<file path="config.mk">
export PLATFORM = sky130hd
export DESIGN_NAME = fetch_stage
export DESIGN_NICKNAME = d
export VERILOG_FILES = /design/src/rtl/fetch_pkg.sv /design/src/rtl/fetch_stage_branch_predictor.sv /design/src/rtl/fetch_stage.sv
export SDC_FILE = /design/constraint.sdc
export NUM_CORES = 1
export LEC_CHECK = 0
export BUFFER_PORTS_ARGS = -buffer_cell sky130_fd_sc_hd__buf_2
export CORE_MARGIN = 2
export CORE_UTILIZATION = 30
export CTS_BUF_LIST = sky130_fd_sc_hd__clkbuf_4
export DETAILED_ROUTE_END_ITERATION = 10
export MAX_ROUTING_LAYER = met4
export PLACE_DENSITY = 0.49
export SKIP_LAST_GASP = 1
export SLEW_MARGIN = 40
export SYNTH_ARGS = -nofsm -noshare
export SYNTH_HDL_FRONTEND = slang
export SYNTH_SLANG_ARGS = --single-unit
</file>
<file path="constraint.sdc">
create_clock -name CLK -period 3.84 [get_ports CLK]
set_input_delay 0.96 -clock CLK [delete_from_list [all_inputs] [get_ports CLK]]
set_output_delay 0.96 -clock CLK [all_outputs]
set_load 0.01 [all_outputs]
</file>
<file path="src/rtl/fetch_pkg.sv">
// Shared constants and types for the IF stage and its branch predictor.
package fetch_pkg;

  localparam int PC_W  = 12;
  localparam int IDX_W = 4;
  localparam logic [PC_W-1:0] RESET_PC = 12'h000;

  // Byte distance between sequential instruction fetches.
  localparam int PC_INC = 4;

  // Two-bit saturating branch counter states.
  typedef enum logic [1:0] {
    SNT = 2'b00,
    WNT = 2'b01,
    WT  = 2'b10,
    ST  = 2'b11
  } ctr_t;

endpackage

</file>
<file path="src/rtl/fetch_stage_branch_predictor.sv">
// Direct-mapped BHT (2-bit counters) plus BTB. Lookup is combinational on the
// fetch PC; updates from EX are written on the clock edge, so a lookup in the
// same cycle as an update to the same index still sees the old entry.
module branch_predictor
  import fetch_pkg::*;
#(
  parameter int PC_W  = fetch_pkg::PC_W,
  parameter int IDX_W = fetch_pkg::IDX_W
) (
  input  logic            CLK,
  input  logic            RSTn,
  input  logic [PC_W-1:0] lk_pc,
  output logic            lk_taken,
  output logic [PC_W-1:0] lk_target,
  input  logic            upd_valid,
  input  logic [PC_W-1:0] upd_pc,
  input  logic            upd_taken,
  input  logic [PC_W-1:0] upd_target
);

  localparam int ENTRIES = 1 << IDX_W;
  localparam int TAG_W   = PC_W - IDX_W - 2;

  logic [1:0]       ctr_tbl [ENTRIES];
  logic             btb_vld [ENTRIES];
  logic [TAG_W-1:0] btb_tag [ENTRIES];
  logic [PC_W-1:0]  btb_tgt [ENTRIES];

  logic [IDX_W-1:0] lk_idx;
  logic [IDX_W-1:0] upd_idx;
  logic [TAG_W-1:0] lk_tag;
  logic [TAG_W-1:0] upd_tag;
  logic             lk_hit;
  logic             unused_pc_lsbs;

  function automatic logic [1:0] ctr_sat_inc(input logic [1:0] c);
    return (c == ST) ? ST : c + 2'd1;
  endfunction

  function automatic logic [1:0] ctr_sat_dec(input logic [1:0] c);
    return (c == SNT) ? SNT : c - 2'd1;
  endfunction

  assign lk_idx  = lk_pc[IDX_W+1:2];
  assign lk_tag  = lk_pc[PC_W-1:IDX_W+2];
  assign upd_idx = upd_pc[IDX_W+1:2];
  assign upd_tag = upd_pc[PC_W-1:IDX_W+2];

  // Byte-offset bits never select an entry: instructions are word-aligned.
  assign unused_pc_lsbs = ^{lk_pc[1:0], upd_pc[1:0]};

  assign lk_hit    = btb_vld[lk_idx] && (btb_tag[lk_idx] == lk_tag);
  assign lk_taken  = lk_hit && ctr_tbl[lk_idx][1];
  assign lk_target = btb_tgt[lk_idx];

  // Counters and valid bits: reset to weakly-not-taken / empty, then train on EX outcomes.
  always_ff @(posedge CLK) begin
    if (!RSTn) begin
      for (int i = 0; i < ENTRIES; i++) begin
        ctr_tbl[i] <= WNT;
        btb_vld[i] <= 1'b0;
      end
    end else if (upd_valid) begin
      if (upd_taken) begin
        ctr_tbl[upd_idx] <= ctr_sat_inc(ctr_tbl[upd_idx]);
        btb_vld[upd_idx] <= 1'b1;
      end else begin
        ctr_tbl[upd_idx] <= ctr_sat_dec(ctr_tbl[upd_idx]);
      end
    end
  end

  // Tag/target payload is only meaningful under btb_vld, so it carries no reset.
  always_ff @(posedge CLK) begin
    if (upd_valid && upd_taken) begin
      btb_tag[upd_idx] <= upd_tag;
      btb_tgt[upd_idx] <= upd_target;
    end
  end

endmodule

</file>
<file path="src/rtl/fetch_stage.sv">
// IF stage: PC register, next-PC selection (redirect > halt > stall > predict)
// and the bubble flag presented to the IF/ID register.
module fetch_stage
  import fetch_pkg::*;
#(
  parameter int              PC_W     = fetch_pkg::PC_W,
  parameter int              IDX_W    = fetch_pkg::IDX_W,
  parameter logic [PC_W-1:0] RESET_PC = fetch_pkg::RESET_PC
) (
  input  logic            CLK,
  input  logic            RSTn,
  input  logic            stall_i,
  input  logic            halt_i,
  output logic [PC_W-1:0] imem_addr_o,
  input  logic [31:0]     imem_data_i,
  output logic [31:0]     inst_o,
  output logic [PC_W-1:0] pc_o,
  output logic            bpr_o,
  output logic            flush_o,
  input  logic            redirect_i,
  input  logic [PC_W-1:0] redirect_pc_i,
  input  logic            upd_valid_i,
  input  logic [PC_W-1:0] upd_pc_i,
  input  logic            upd_taken_i,
  input  logic [PC_W-1:0] upd_target_i
);

  logic [PC_W-1:0] pc_p0;
  logic            started_p0;
  logic            halted_p0;
  logic            bp_taken;
  logic [PC_W-1:0] bp_target;
  logic [PC_W-1:0] pc_seq;
  logic [PC_W-1:0] pred_next;

  branch_predictor #(
    .PC_W  (PC_W),
    .IDX_W (IDX_W)
  ) u_bp (
    .CLK        (CLK),
    .RSTn       (RSTn),
    .lk_pc      (pc_p0),
    .lk_taken   (bp_taken),
    .lk_target  (bp_target),
    .upd_valid  (upd_valid_i),
    .upd_pc     (upd_pc_i),
    .upd_taken  (upd_taken_i),
    .upd_target (upd_target_i)
  );

  // Sequential fetch wraps naturally modulo 2**PC_W.
  assign pc_seq    = pc_p0 + PC_W'(PC_INC);
  assign pred_next = bp_taken ? bp_target : pc_seq;

  assign imem_addr_o = pc_p0;
  assign pc_o        = pc_p0;
  assign inst_o      = imem_data_i;
  assign bpr_o       = bp_taken;

  // Redirect and halt squash the slot now in IF in the same cycle they are seen.
  assign flush_o = ~started_p0 | redirect_i | halted_p0 | halt_i;

  // PC and control flags: a redirect is the only way out of the halted state.
  always_ff @(posedge CLK) begin
    if (!RSTn) begin
      pc_p0      <= RESET_PC;
      started_p0 <= 1'b0;
      halted_p0  <= 1'b0;
    end else begin
      started_p0 <= 1'b1;
      if (redirect_i) begin
        pc_p0     <= redirect_pc_i;
        halted_p0 <= 1'b0;
      end else if (halted_p0 || halt_i) begin
        halted_p0 <= 1'b1;
      end else if (!stall_i) begin
        pc_p0 <= pred_next;
      end
    end
  end

endmodule

</file>
==> impl_metrics.toml, run 1 <==
[yosys]
synth_compound_area_share_pct = 3.42
syn_nets = 894
synthTopCellsByCount = "edfxtp_1, mux4_2, buf_4, nand2_1, nor2_1"
synth_warnings = 0
synth_most_common_cell = "edfxtp_1"
synth_top_area_share_pct = 65.7
synth_top_area_cell = "edfxtp_1"
ys.flop_type = "edfxtp_1"
synth_top_family_by_area = "multiplexers"
syn_inst = 818
async_reset_ff_share_pct = 0
synthTopCellsByArea = "edfxtp_1, mux4_2, dfxtp_1, buf_4, mux4_1"
syn_area_um2 = 14600
synth_fa_ha_area_share_pct = 0.223
synth-xor-area-share_pct = 0.779
synthMuxAreaShare_pct = 15.5
syn_area_per_cell_um2 = 17.9
ys_seq_area_share_pct = 70.4
ys_ff_latch = 354
synthDistinctLibCells = 49
synthSimpleGateAreaFrac_pct = 5.52
synth_edf_count = 320

[timing]
rsz0062_at_grt = "yes"
setup_ws_ps = -168
finalHoldViolCount = 0
slew_viol_final = 0
timing.fmax_mhz = 250
period_minus_slack_ps = 4010
worstMarginPinSlew_ps = 763
slew_headroom_pct = 48.8
finalCritPeriodShare_pct = 104
clock_skew_ps = 55.3
setup_viol = 1

[clock_network]
cts.path.max_buffers = 3
hold_buffers = 0
clock_latency_ps = 790
clock-sinks = 354
cts_tree = "yes"
htree_levels = 3
path_clk_slew_ps = 70
cts_buffers = 91
root_buffer = "clkbuf_4"

[placement]
gp_congestion = 0.749
io_buffers = 66
dp_hpwl_um = 22300

[routing]
top_layer_used = "met4"
wl_met1_um = 17400
drt_first_pass_iters = 6
drc = 0
num_vias = 8065
vias_per_cell = 4.93
dr_wl_met3_um = 2400
wl_met2_um = 17200
drtAntennaViolNets = 0
wl_um = 37600
wl_per_cell_um = 23.0
drt_iter0_markers = 636

[flow_run]
maxCapViolCount = 0

[layout]
post-route-util_pct = 35.3
multi_input_area_um2 = 3780
fillers = 4566
area_growth_pct = 15.7
regArea_um2 = 10300
fin_nets = 1024
final_layout_size_suffix_gt1_share_pct = 38.0

[critical_path]
arrival_ps = 3050
path_class = "flip-flop to primary output"
cp_max_fo = 6
cp-end-kind = "primary output"
start_kind = "flip-flop"
crit_required_ps = 2880

[power_and_ir_drop]
ir_drop_uv = 194
fin_total_pwr_mw = 8.10
leakagePower_nw = 5.55
powerDensity_nw_per_um2 = 479

[hold_path]
hold_class = "primary input to flip-flop"

[die]
rows = 80
die_x_um = 225
start_util_pct = 30.5
ios = 133
core_um2 = 47900
die_h_um = 225
die-area_um2 = 50500

[global_route]
grt_pass1_wl_um = 55200
grt_overflow = 0
grt_antenna_before_repair = 5
grt_max_degree = 45
track_usage_pct = 15.7
grt_pass1_vias = 8366

[run_status]
violations = "negative setup slack"
status = "finished, violations left"
-- logic make-up (layout without fill, tap and decap cells) --
logic type	after synthesis	after routing
multiplexers	108	108
AO/OA/AOI/OAI	71	71
other	0	7
AND/OR/NAND/NOR	171	171
adder cells (fa/ha/maj)	3	3
buffers and inverters	98	294
XOR/XNOR	13	13
flip-flops	354	354
-- power by group --
part / switching [mW] / internal (mW) / total, mW
registers: 0.0467 / 4.26 / 4.30
logic: 0.339 / 0.276 / 0.614
clock network: 1.55 / 1.63 / 3.18
total: 1.94 / 6.16 / 8.10
-- placed cells by master (no fill, tap or decap), types with 4 or more instances in the layout --
master	synthesis	layout
nor3_1	8	4
buf_12	1	5
nor2_2	0	12
xnor2_1	10	9
a211oi_1	4	4
clkinv_1	1	22
diode_2	0	7
nor2b_1	6	5
nor3_2	0	4
clkbuf_4	0	130
edfxtp_1	320	320
dfxtp_1	34	30
buf_4	49	55
o21a_1	18	18
nand3_1	38	38
mux2i_1	13	13
nor2_1	41	29
a21oi_1	10	10
and3_1	7	7
mux4_1	9	4
o21ai_0	12	11
nand2b_1	6	6
mux4_2	82	87
or3_1	6	6
o211ai_1	7	7
inv_1	5	4
buf_2	12	65
a221oi_1	5	4
nand2_1	46	46
nor4_1	4	4
-- worst paths after layout --
kind | from | to | slack, ps | depth (start not counted)
worst max-delay path | flip-flop | bpr_o | -170 | 7
worst min-delay path | redirect_pc_i[7] | imem_addr_o[7] | 430 | 2
worst max register to register | flip-flop | imem_addr_o[1] | 700 | 8
worst min register to register | u_bp.btb_vld[4] | u_bp.btb_vld[4] | 460 | 1
-- layer usage --
| layer | vias up | global-route usage [%] |
|---|---|---|
| li1 | 3564 | - |
| met1 | 4159 | 21.5 |
| met2 | 276 | 23.0 |
| met3 | 66 | 4.13 |
| met4 | 0 | 4.40 |
| met5 | - | - |
-- state kept, by name, summed over array words and instances, names as in the netlist, named ones only --
| register | count |
|---|---|
| halted_p0 | 1 |
| imem_addr_o | 12 |
| started_p0 | 1 |
| u_bp.btb_tag | 96 |
| u_bp.btb_tgt | 192 |
| u_bp.btb_vld | 16 |
| u_bp.ctr_tbl | 32 |
-- repair_timing --
item / CTS / global route
hold endpoints to repair: 0 / 0
pin swaps: 4 / 5
gates resized for setup: 13 / 10
setup buffers: 12 / 1
setup endpoints to repair: 1 / 1
-- stage by stage --
stage | setup TNS, ps | std cells | hold WS, ps | area (µm²) | setup slack (ps)
after floorplan | 0 | 818 | 440 | 14600 | 19.2
after global placement | 0 | 1457 | 447 | 15600 | 132
after detailed placement | 0 | 1457 | 453 | 15600 | 90.9
after CTS | -298 | 1628 | 354 | 16900 | -298
after global routing | -365 | 1635 | 321 | 16900 | -365
final | -168 | 1636 | 433 | 16900 | -168
-- worst max-delay path: stages (launching register included) --
cell       delay [ps]
dfxtp_4           440
mux4_2            520
xor2_1            190
a2111oi_4         420
a21oi_1           120
or3_4             420
inv_2              70
buf_6              90
-- layout make-up --
type	instances	area share [%]
well taps	615	4.55
repair buffers	129	5.24
flip-flops and latches	354	60.9
clock buffers	130	5.77
inverters	6	0.133
diodes	7	0.104
multi-input cells	366	22.4
clock inverters	29	0.939
Note: power is estimated with default switching activity, not from simulation.
==> run 2, diff against run 1 <==
- ABC_AREA: default -> 1
- PLACE_DENSITY: 0.49 -> 0.48
==> impl_metrics.toml, run 2 <==
[timing]
slew_viol_final = 0
timing.fmax_mhz = 274
slew_headroom_pct = 46.4
fin_hold_ws_ps = 464
finalCritPeriodShare_pct = 95.2
clock_skew_ps = 43.7
period_minus_slack_ps = 3650
worstMarginPinSlew_ps = 799
finalSetupTns_ps = 0
rsz0062_at_grt = "no"
finalHoldViolCount = 0
setup_viol = 0

[layout]
fin_nets = 1652
area_growth_pct = 15.6
largest_reg_flops = 192
fin_cells = 2337
final_common_cell = "edfxtp_1"
fillers = 5245
top_register = "u_bp.btb_tgt"
top_regs = "u_bp.btb_tgt x192, u_bp.btb_tag x96, u_bp.ctr_tbl x32"
final_layout_size_suffix_gt1_share_pct = 20.1
final_cell_mix = "edfxtp_1, nand2_1, nor2_1"

[die]
die_x_um = 232
die-area_um2 = 53700
die_h_um = 232
ios = 133
core_um2 = 51300
rows = 83
start_util_pct = 30.4

[critical_path]
path_class = "flip-flop to primary output"
start_kind = "flip-flop"
arrival_ps = 2690
cp-end-kind = "primary output"
cp_max_fo = 17
crit_required_ps = 2880

[yosys]
synth_edf_count = 320
synth_top_area_share_pct = 61.7
synthTopCellsByCount = "edfxtp_1, nand2_1, nor2_1, nand3_1, o21ai_0"
ys.flop_type = "edfxtp_1"
ys_ff_latch = 354
syn_area_per_cell_um2 = 10.5
synth_top_area_cell = "edfxtp_1"
synthTopCellsByArea = "edfxtp_1, nand2_1, nor2_1, dfxtp_1, nand3_1"
syn_nets = 1553
synth_most_common_cell = "edfxtp_1"
async_reset_ff_share_pct = 0
ys_seq_area_share_pct = 66.1
synthDistinctLibCells = 43
syn_area_um2 = 15600
synth_warnings = 0
syn_inst = 1477

[clock_network]
htree_levels = 3
cts_buffers = 99
cts.path.max_buffers = 3
path_clk_slew_ps = 70
clock-sinks = 354
hold_buffers = 0
clock_latency_ps = 790
cts_tree = "yes"
root_buffer = "clkbuf_4"

[routing]
num_vias = 11129
drc = 0
drt_iter0_markers = 879
vias_per_cell = 4.76
wl_per_cell_um = 19.3
wl_um = 45100
drt_first_pass_iters = 5
drtAntennaViolNets = 0

[global_route]
grt_overflow = 0
grt_antenna_before_repair = 2
grt_pass1_wl_um = 66300
grt_max_degree = 83
track_usage_pct = 17.1
grt_pass1_vias = 11045

[placement]
gp_congestion = 0.795
dp_hpwl_um = 25000
io_buffers = 66
place_inst = 2145

[flow_run]
maxCapViolCount = 0

[power_and_ir_drop]
leakagePower_nw = 6.73
ir_drop_uv = 165
powerDensity_nw_per_um2 = 488

[run_status]
status = "finished clean"

[hold_path]
hold_class = "primary input to flip-flop"
worstHoldStart = "redirect_i"
-- run 2: critical path: stages (launching register included) --
cell and delay [ps]:
dfxtp_4 450, clkinv_8 110, bufbuf_16 300, nand2_1 60, nand3_1 70, nand3_1 90, nand3_1 140, nand2_1 130
nand2_1 60, nand2_1 70, nand3_2 120, nor2_8 170, buf_6 120
-- run 2: power by group --
group          internal [mW]  switching (mW)
logic                  0.295           0.653
clock network           1.95            1.59
registers               4.26          0.0452
-- run 2: worst paths after layout --
path                       to  slack (ps)  cells past startpoint
max                     bpr_o         190                     12
min                 halted_p0         460                      2
max reg2reg    imem_addr_o[8]        1210                     10
min reg2reg  u_bp.btb_vld[11]         470                      1
-- run 2: layout make-up --
type | instances | area, µm² | share of cell area (%)
Antenna cell | 2 | 5.00 | 0.0278
Tap cell | 680 | 851 | 4.73
Multi-Input combinational cell | 896 | 4230 | 23.5
Inverter | 104 | 415 | 2.31
Timing Repair inverter | 2 | 17.5 | 0.0973
Clock inverter | 26 | 153 | 0.848
Sequential cell | 354 | 10300 | 57.2
Clock buffer | 154 | 1160 | 6.42
Timing Repair Buffer | 119 | 876 | 4.86
-- run 2: kinds of logic (layout without fill, tap and decap cells) --
family	count (synthesis)	after routing	synth area share, %
AND/OR/NAND/NOR	663	663	17.6
flip-flops	354	354	66.1
buffers and inverters	227	405	7.25
AO/OA/AOI/OAI	224	224	8.52
XOR/XNOR	8	8	0.450
adder cells (fa/ha/maj)	1	1	0.0803
other	0	2	0
-- run 2: per-stage QoR --
stage	util (%)	setup WS [ps]	total power [mW]	area, µm²
final	35.1	185	8.79	18000
after global routing	35.1	6.94	9.21	18000
after CTS	34.7	7.49	8.86	17800
after detailed placement	32.1	544	5.28	16400
after global placement	32.1	683	5.27	16400
after floorplan	-	1230	4.99	15600
-- run 2: routing by layer --
metal,global-route usage [%],wire length [µm]
met5,-,0
met4,6.57,1120
met3,3.14,2580
met2,25.8,20400
met1,22.8,21000
-- run 2: what timing repair did --
action,CTS,global route
cloned,1,4
buffers inserted,0,5
resized for setup,4,22
endpoints found under the hold margin,0,0
setup endpoints to repair,1,1
pin swaps,0,0
==> run 3, diff against run 2 <==
- BUFFER_PORTS_ARGS: -buffer_cell sky130_fd_sc_hd__buf_2 -> -buffer_cell sky130_fd_sc_hd__buf_4
==> impl_metrics.toml, run 3 (same netlist as run 2, synthesis figures left out) <==
[timing]
timing.fmax_mhz = 277
slew_headroom_pct = 48.1
finalCritPeriodShare_pct = 94.1
finalHoldViolCount = 0
worstMarginPinSlew_ps = 778
clock_skew_ps = 42.3
slew_viol_final = 0
setup_viol = 0
period_minus_slack_ps = 3610
finalSetupTns_ps = 0

[critical_path]
path_class = "flip-flop to primary output"
start_kind = "flip-flop"
path_cells = "inv_4, buf_16, nand2_1, nand2_1, nand2_1, nand3_1, nand3_1, nand2_1, nand2_1, nand2_1, nand3_2, nor2_8, buf_4"
arrival_ps = 2650
cp_slowest_cell = "dfxtp_4"
cp_max_fo = 41
r2r_cells = 11
crit_required_ps = 2880
regToRegEndpoint = "imem_addr_o[9]"
critPathMaxStageDelay_ps = 400
crit_path_frequent_cell = "nand2_1"
r2r_setup_slack_ps = 1080
cp-end-kind = "primary output"

[clock_network]
cts_buffers = 99
root_buffer = "clkbuf_4"
hold_buffers = 0
cts_tree = "yes"
clock-sinks = 354
path_clk_slew_ps = 70
htree_levels = 3
cts.path.max_buffers = 3
clock_latency_ps = 780

[routing]
drt_first_pass_iters = 5
wl_um = 44700
wl_per_cell_um = 19.2
drc = 0
drt_iter0_markers = 1054
num_vias = 11030
vias_per_cell = 4.74
drtAntennaViolNets = 0

[layout]
final_area_um2 = 18000
fin_nets = 1644
largest_reg_flops = 192
fillers = 5230
fin_cells = 2327
top_regs = "u_bp.btb_tgt x192, u_bp.btb_tag x96, u_bp.ctr_tbl x32"
final_cell_mix = "edfxtp_1, nand2_1, nor2_1"
top_register = "u_bp.btb_tgt"
final_common_cell = "edfxtp_1"
final_layout_size_suffix_gt1_share_pct = 19.4
area_growth_pct = 15.5

[global_route]
grt_pass1_wl_um = 66500
grt_pass1_vias = 10894
grt_overflow = 0
grt_max_degree = 97
grt_antenna_before_repair = 2
track_usage_pct = 17.1

[placement]
place_inst = 2142
io_buffers = 66
gp_congestion = 0.786
placed_cell_area_um2 = 16600
dp_hpwl_um = 24800

[power_and_ir_drop]
leakagePower_nw = 6.69
fin_total_pwr_mw = 8.68
ir_drop_uv = 157
powerDensity_nw_per_um2 = 482

[hold_path]
hold_class = "primary input to flip-flop"
min_path_cells = 2
worstHoldStart = "redirect_i"
hold_end = "halted_p0"

[die]
rows = 83
die-area_um2 = 53700
start_util_pct = 30.4
ios = 133
die_h_um = 232
die_x_um = 232
core_um2 = 51300

[run_status]
status = "finished clean"

[flow_run]
maxCapViolCount = 0
==> run 3: changes by cell type in the layout (fill, tap and decap cells not counted), moves of 3 or more <==
cell	delta
clkinv_1	-4
buf_6	+4
nand3_1	+5
nand3_2	-5
buf_2	-65
inv_2	+3
buf_4	+58
==> run 3: cell type report <==
type / count / area, µm² / area share [%]
Antenna cell: 4 / 10.0 / 0.0557
Clock buffer: 154 / 1160 / 6.43
Clock inverter: 22 / 110 / 0.612
Inverter: 104 / 393 / 2.18
Multi-Input combinational cell: 896 / 4210 / 23.4
Sequential cell: 354 / 10300 / 57.3
Tap cell: 680 / 851 / 4.73
Timing Repair Buffer: 113 / 953 / 5.30
==> run 3: critical path, delay by kind of cell, from the launching register on <==
kind,cells,cell delay (ps)
buffers and inverters,3,440
DFF,1,400
and+or+nand+nor,10,1020
==> run 3: worst max-delay path by stage <==
stage,from,endpoint,cells after the start
after CTS,flip-flop,bpr_o,10
after global placement,upd_pc_i[3],u_bp.ctr_tbl[11][1],10
final,flip-flop,bpr_o,13
after floorplan,upd_pc_i[2],u_bp.btb_tag[9][0],5
after global routing,flip-flop,bpr_o,13
after detailed placement,flip-flop,bpr_o,10
==> run 3: through the flow <==
stage | hold slack, ps | utilization [%] | worst slack, ps
6_report | 432 | 35.1 | 227
5_1_grt | 360 | 35.1 | -6.86
4_1_cts | 359 | 34.9 | 28.5
3_5_place_dp | 454 | 32.4 | 668
3_3_place_gp | 447 | 32.3 | 626
2_1_floorplan | 441 | - | 1230
==> run 3: power by group <==
part / switching, mW / total, mW / internal [mW]
sequential: 0.0451 / 4.30 / 4.26
clock: 1.56 / 3.43 / 1.87
combinational: 0.636 / 0.938 / 0.301
total: 2.24 / 8.68 / 6.43
==> run 3: routing by layer <==
metal	GRT usage (%)	up-vias	wire length (µm)
met2	26.3	353	20400
met5	-	-	0
met1	22.1	5276	20100
li1	-	5289	-
met4	6.61	0	1330
met3	3.72	112	2820
==> run 3: timing repair <==
item | in CTS | in global routing
buffers inserted | 2 | 2
gates resized for setup | 0 | 6
hold endpoints to repair | 0 | 0
setup endpoints to repair | 1 | 1
pin swaps | 0 | 0
cloned | 0 | 1
